==> src/rtl/instruction_fetch.sv <==
// rtl/instruction_fetch.sv - front-end fetch stage feeding instruction_decoder
//
// Issues one word fetch at a time to instruction memory and presents one
// instruction per cycle to the decoder. Bubbles are 32'h0 with out_noop=1.
// Redirects from EX squash wrong-path responses.
//
// Parameters:
//   RESET_PC        first fetch address after reset (bits [1:0] ignored)
// Ports:
//   clk, rst_n      clock, asynchronous active-low reset
//   imem_req_valid  out  fetch request valid
//   imem_req_ready  in   memory accepts the request
//   imem_addr       out  word-aligned fetch address
//   imem_rsp_valid  in   response data valid
//   imem_rsp_ready  out  fetch accepts the response
//   imem_rsp_data   in   instruction word
//   out_instr       out  instruction to decode (0 on bubble)
//   out_pc          out  address of out_instr
//   out_noop        out  out_instr is a bubble
//   stall           in   decoder hazard stall, hold outputs
//   in_redirect     in   EX redirect strobe
//   in_redirect_pc  in   redirect target (bits [1:0] forced to 0)
// Configuration:
//   IF_PREFETCH_BUF_EN  adds a one-entry {data, pc} buffer so a response can
//                       be accepted while the decoder is stalled.

module instruction_fetch #(
  parameter logic [31:0] RESET_PC = 32'h0000_0000
) (
  input  logic        clk,
  input  logic        rst_n,
  output logic        imem_req_valid,
  input  logic        imem_req_ready,
  output logic [31:0] imem_addr,
  input  logic        imem_rsp_valid,
  output logic        imem_rsp_ready,
  input  logic [31:0] imem_rsp_data,
  output logic [31:0] out_instr,
  output logic [31:0] out_pc,
  output logic        out_noop,
  input  logic        stall,
  input  logic        in_redirect,
  input  logic [31:0] in_redirect_pc
);

  localparam logic [31:0] RESET_WPC = RESET_PC & 32'hFFFF_FFFC;

  typedef enum logic {
    S_REQ,
    S_WAIT
  } state_t;

  state_t      state;
  state_t      state_nx;
  logic        active;     // low only in the cycle right after reset release
  logic [31:0] fetch_pc;
  logic [31:0] req_pc;
  logic        drop;
  // Set when a redirect lands on a presented-but-unaccepted request: the
  // request keeps its old address (held in req_pc) while fetch_pc already
  // points at the redirect target.
  logic        held;
  logic        req_hs;
  logic        rsp_hs;
  logic        rsp_take;   // accepted response that belongs on the right path

`ifdef IF_PREFETCH_BUF_EN
  logic        buf_valid;
  logic [31:0] buf_data;
  logic [31:0] buf_pc;

  assign imem_rsp_ready = !buf_valid;
`else
  assign imem_rsp_ready = !stall | in_redirect | drop;
`endif

  assign req_hs   = imem_req_valid & imem_req_ready;
  assign rsp_hs   = (state == S_WAIT) & imem_rsp_valid & imem_rsp_ready;
  assign rsp_take = rsp_hs & !drop & !in_redirect;

  always_ff @(posedge clk or negedge rst_n) begin
    if (!rst_n) begin
      state <= S_REQ;
    end else begin
      state <= state_nx;
    end
  end

  always_comb begin
    state_nx       = state;
    imem_req_valid = 1'b0;
    imem_addr      = fetch_pc;
    case (state)
      S_REQ: begin
        imem_req_valid = active;
        imem_addr      = held ? req_pc : fetch_pc;
        if (active && imem_req_ready) begin
          state_nx = S_WAIT;
        end
      end
      S_WAIT: begin
        if (imem_rsp_valid && imem_rsp_ready) begin
          state_nx = S_REQ;
        end
      end
      default: state_nx = S_REQ;
    endcase
  end

  // Fetch pointer, outstanding-request tracking and squash flag.
  always_ff @(posedge clk or negedge rst_n) begin
    if (!rst_n) begin
      active   <= 1'b0;
      fetch_pc <= RESET_WPC;
      req_pc   <= RESET_WPC;
      drop     <= 1'b0;
      held     <= 1'b0;
    end else begin
      active <= 1'b1;

      if (in_redirect) begin
        fetch_pc <= in_redirect_pc & 32'hFFFF_FFFC;
      end else if (req_hs && !held) begin
        fetch_pc <= fetch_pc + 32'd4;
      end

      if (imem_req_valid && !held && (req_hs || in_redirect)) begin
        req_pc <= fetch_pc;
      end

      if (req_hs) begin
        held <= 1'b0;
      end else if (in_redirect && imem_req_valid) begin
        held <= 1'b1;
      end

      if (in_redirect) begin
        if (state == S_WAIT) begin
          // A response retiring in the redirect cycle is simply discarded.
          drop <= !rsp_hs;
        end else if (imem_req_valid) begin
          drop <= 1'b1;
        end
      end else if (rsp_hs) begin
        drop <= 1'b0;
      end
    end
  end

  // Decoder-facing output registers.
  always_ff @(posedge clk or negedge rst_n) begin
    if (!rst_n) begin
      out_instr <= 32'h0;
      out_pc    <= RESET_WPC;
      out_noop  <= 1'b1;
`ifdef IF_PREFETCH_BUF_EN
      buf_valid <= 1'b0;
      buf_data  <= 32'h0;
      buf_pc    <= RESET_WPC;
`endif
    end else if (in_redirect) begin
      out_instr <= 32'h0;
      out_noop  <= 1'b1;
`ifdef IF_PREFETCH_BUF_EN
      buf_valid <= 1'b0;
`endif
    end else if (stall) begin
`ifdef IF_PREFETCH_BUF_EN
      if (rsp_take) begin
        buf_valid <= 1'b1;
        buf_data  <= imem_rsp_data;
        buf_pc    <= req_pc;
      end
`endif
    end
`ifdef IF_PREFETCH_BUF_EN
    else if (buf_valid) begin
      // Buffered word always drains before any newer response.
      out_instr <= buf_data;
      out_pc    <= buf_pc;
      out_noop  <= 1'b0;
      buf_valid <= 1'b0;
    end
`endif
    else if (rsp_take) begin
      out_instr <= imem_rsp_data;
      out_pc    <= req_pc;
      out_noop  <= 1'b0;
    end else begin
      out_instr <= 32'h0;
      out_noop  <= 1'b1;
    end
  end

endmodule
==> config.mk <==
export PLATFORM = sky130hd
export DESIGN_NAME = instruction_fetch
export DESIGN_NICKNAME = d
export VERILOG_FILES = /design/src/rtl/instruction_fetch.sv
export SDC_FILE = /design/constraint.sdc
export NUM_CORES = 1
export LEC_CHECK = 0
export CAP_MARGIN = 20
export CORE_UTILIZATION = 30
export CTS_CLUSTER_SIZE = 40
export DETAILED_ROUTE_END_ITERATION = 12
export PLACE_DENSITY = 0.59
export SETUP_SLACK_MARGIN = 0.3
export SLEW_MARGIN = 40
export SYNTH_ARGS = -nofsm -noshare
export SYNTH_HDL_FRONTEND = slang
export SYNTH_SLANG_ARGS = --single-unit
export TNS_END_PERCENT = 20
==> constraint.sdc <==
create_clock -name clk -period 2.2 [get_ports clk]
set_clock_uncertainty 0.15 [all_clocks]
set_input_delay 0.66 -clock clk [delete_from_list [all_inputs] [get_ports clk]]
set_output_delay 0.66 -clock clk [all_outputs]
set_load 0.005 [all_outputs]
==> results by group <==
GRT
  – Vias in the first global route: 4704
  – Largest net degree at the start of global routing: 73
  – Remaining Overflow, GRT: 0
  – Total GRT Usage: 0.1726
  – Antenna violations before repair: 0
  – First-pass GRT wire length: 25870 µm

Yosys
  – Warnings from Yosys: 0
  – Cells after synthesis: 452
  – #FFs+latches synth: 127
  – Post-synthesis async set-or-reset flop share: 1.000
  – Mapped cell area: 5756 µm²
  – Count of cell types in the netlist: 44
  – Sequential-to-total area share from yosys stat: 0.5524
  – Area leader, netlist: dfrtp_1
  – Share of the synthesized area in the top cell type: 0.5478
  – Main area contributors after synthesis: dfrtp_1 (55%), mux2_2 (18%), a22o_1 (4.9%)
  – EDFF count, synth: 0
  – Top-count cell post-synth: dfrtp_1
  – Dominant synthesized flop cell: dfrtp_1
  – Post-synth top cells: dfrtp_1 (126), mux2_2 (90), nand2_1 (39), a22o_1 (32), o21ai_0 (22)
  – Syn avg cell area: 12.73 µm²

Clock tree
  – Sink Count: 127
  – Number of buffers created by CTS: 17
  – Clock slew at reported path FFs: 0.06 ns
  – Clk_lat worst skew: 0.42 ns
  – Root buffer cell: clkbuf_16
  – Clock Tree Buf Depth: 2
  – Htree depth: 4
  – CTS tree: built

Placed design
  – IO buf count: 162
  – Dpl cells: 853
  – Pre-CTS WS: -0.4529 ns
  – RD Place Congestion: 0.7514
  – HPWL Detailed: 10570 µm

Routing
  – DR top layer: met4
  – DR iter-0 viols: 192
  – WL final: 16570 µm
  – Detailed-route DRC error count: 0
  – Metal2 WL: 7639 µm
  – Initial DRT Pass Iterations: 4
  – Wl on met1: 7528 µm
  – Vias: 4383
  – Antenna Violating Nets Remaining: 0
  – WL per Instance: 18.07 µm
  – Vias per cell: 4.780
  – Met3 wire len: 1202 µm

Timing
  – Fmax: 0.3917 GHz
  – Count of pins over their slew limit: 0
  – Min setup slack post-route: -0.3531 ns
  – Hold Slack: 0.3217 ns
  – Fin Setup TNS: -10.44 ns
  – Final Cycle Share: 1.160
  – Fin crit period: 2.553 ns
  – Finish-stage setup viols: 51
  – RSZ-0062 raised after global routing: yes
  – Final hold vios: 0

Setup path
  – Worst reg2reg endpoint: req_pc[30]
  – Kind of critical path: register to output pin
  – Crit-path max FO: 7
  – Crit path DAT: 1.74 ns
  – Setup crit start: state
  – CP cell instances: nor2b_4, buf_6, buf_12, buf_16, mux2_4, buf_6
  – Crit path max-delay family: buffers and inverters
  – Critical path capture point type: output pin
  – FF-to-FF setup slack: -0.03 ns
  – Crit-path slowest cell: dfrtp_1
  – Buf/Inv on CP: 4
  – CP max stage delay: 0.40 ns
  – Required time worst endpoint: 1.39 ns
  – Worst r2r src: state
  – Worst setup SP type: register
  – Most frequent CP cell: buf_6
  – R2R cell count: 10

Layout
  – N_diodes: 0
  – Fraction of layout cells with a size suffix above 1: 0.3982
  – Final Instance Count excl. Fillers: 917
  – Layout fillers: 1608
  – Area Overhead vs Synth: 63.48%
  – # nets final: 741

Pwr
  – Leakage: 0.004314 µW
  – Pwr/cell area: 1035 nW/µm²
  – Peak VDD IR: 0.5930 mV

Worst hold path
  – Hold worst-path end: out_noop
  – Worst hold stages: 2
  – Min-delay worst type: register to register
  – HP Start: out_noop

Job
  – Max-Cap Viols: 0

Status
  – Status: finished, violations left
  – Failing checks: setup timing

Die
  – Num ports: 169
  – Initial Util: 0.3067
  – Die Wd: 140.5 µm
  – # rows: 50
  – Standard cell core area: 18770 µm²
  – Die height: 140.5 µm
  – Full die area: 19740 µm²
==> logic make-up after synthesis <==
group,Yosys count,share of synthesized area
multiplexers,93,0.1817
flip-flops,127,0.5524
AND/OR/NAND/NOR,98,0.1065
XOR/XNOR,29,0.04413
other,2,0.001305
AO/OA/AOI/OAI,68,0.08109
adder cells (fa/ha/maj),1,0.002174
buffers and inverters,34,0.03065
==> what timing repair did <==
item                                    4_1_cts  5_1_grt
endpoints found under the setup margin      209      185
hold buffers                                  1        0
setup buffers                                20        6
gates resized for setup                     369       42
cloned                                        3        2
pin swaps                                    48       29
hold endpoints to repair                     32        0
==> worst max path at each step <==
stage / end / slack [ns] / cells after the start
2_1_floorplan: out_pc[10] / 0.14 / 4
3_3_place_gp: imem_rsp_ready / -0.45 / 4
3_5_place_dp: imem_rsp_ready / -0.45 / 4
4_1_cts: imem_addr[15] / -0.38 / 6
5_1_grt: imem_addr[15] / -0.43 / 6
6_report: imem_addr[17] / -0.35 / 6
==> per-layer routing <==
| layer | up-vias | global-route usage |
|---|---|---|
| li1 | 2053 | - |
| met1 | 2180 | 0.2222 |
| met2 | 135 | 0.2653 |
| met3 | 15 | 0.07043 |
| met4 | 0 | 0.05149 |
| met5 | - | 0 |
==> worst reg2reg max path, stage by stage (launching register included) <==
cell and delay, ns:
dfrtp_1 0.40, buf_4 0.15, buf_6 0.10, buf_6 0.11
and2b_2 0.23, buf_4 0.10, buf_4 0.10, o21ai_2 0.06
nor2_4 0.15, buf_12 0.22, mux2_4 0.33
==> state kept, by name (all words and copies together), names as in the netlist <==
register   cells
held           1
state          1
fetch_pc      30
req_pc        30
out_noop       1
active         1
out_instr     32
drop           1
out_pc        30
==> stage by stage <==
step	total power [µW]	cell area [µm²]	utilization
2_1_floorplan	4649	5926	-
3_3_place_gp	6156	7978	0.4251
5_1_grt	10220	9409	0.5013
4_1_cts	9767	9233	0.4919
6_report	9740	9409	0.5013
3_5_place_dp	6234	7978	0.4251
==> final cells by class <==
class	instances	area (µm²)	area share
Clock buffer	18	439.2	0.04668
Clock inverter	14	166.4	0.01769
Inverter	2	7.507	0.0007979
Multi-Input combinational cell	294	2892	0.3073
Sequential cell	127	3181	0.3380
Tap cell	234	292.8	0.03112
Timing Repair Buffer	228	2431	0.2584
==> cell usage in the layout, fill, tap and decap left out, types with 5 or more instances in the layout <==
cell type,netlist,layout
dfrtp_1,126,125
mux2_4,0,72
clkdlybuf4s50_1,0,62
clkdlybuf4s15_1,0,53
buf_6,2,45
buf_4,6,37
nand2_1,39,36
a22o_1,32,32
o21ai_1,7,22
mux2_2,90,19
clkbuf_16,0,19
xor2_1,16,16
buf_12,0,12
nand4_1,10,10
xnor2_1,13,9
nor4_4,2,8
dlygate4sd2_1,0,8
nand3_1,9,6
o21ai_0,22,5
conb_1,2,5
==> power by group <==
part | switching [µW] | total [µW] | internal [µW] | leakage [µW]
Clock | 1110 | 2920 | 1810 | 0.000288
Combinational | 1100 | 3410 | 2310 | 0.00241
Sequential | 461 | 3420 | 2950 | 0.00162
Total | 2670 | 9740 | 7070 | 0.00431
No activity file was read; power rests on OpenSTA's default activity.
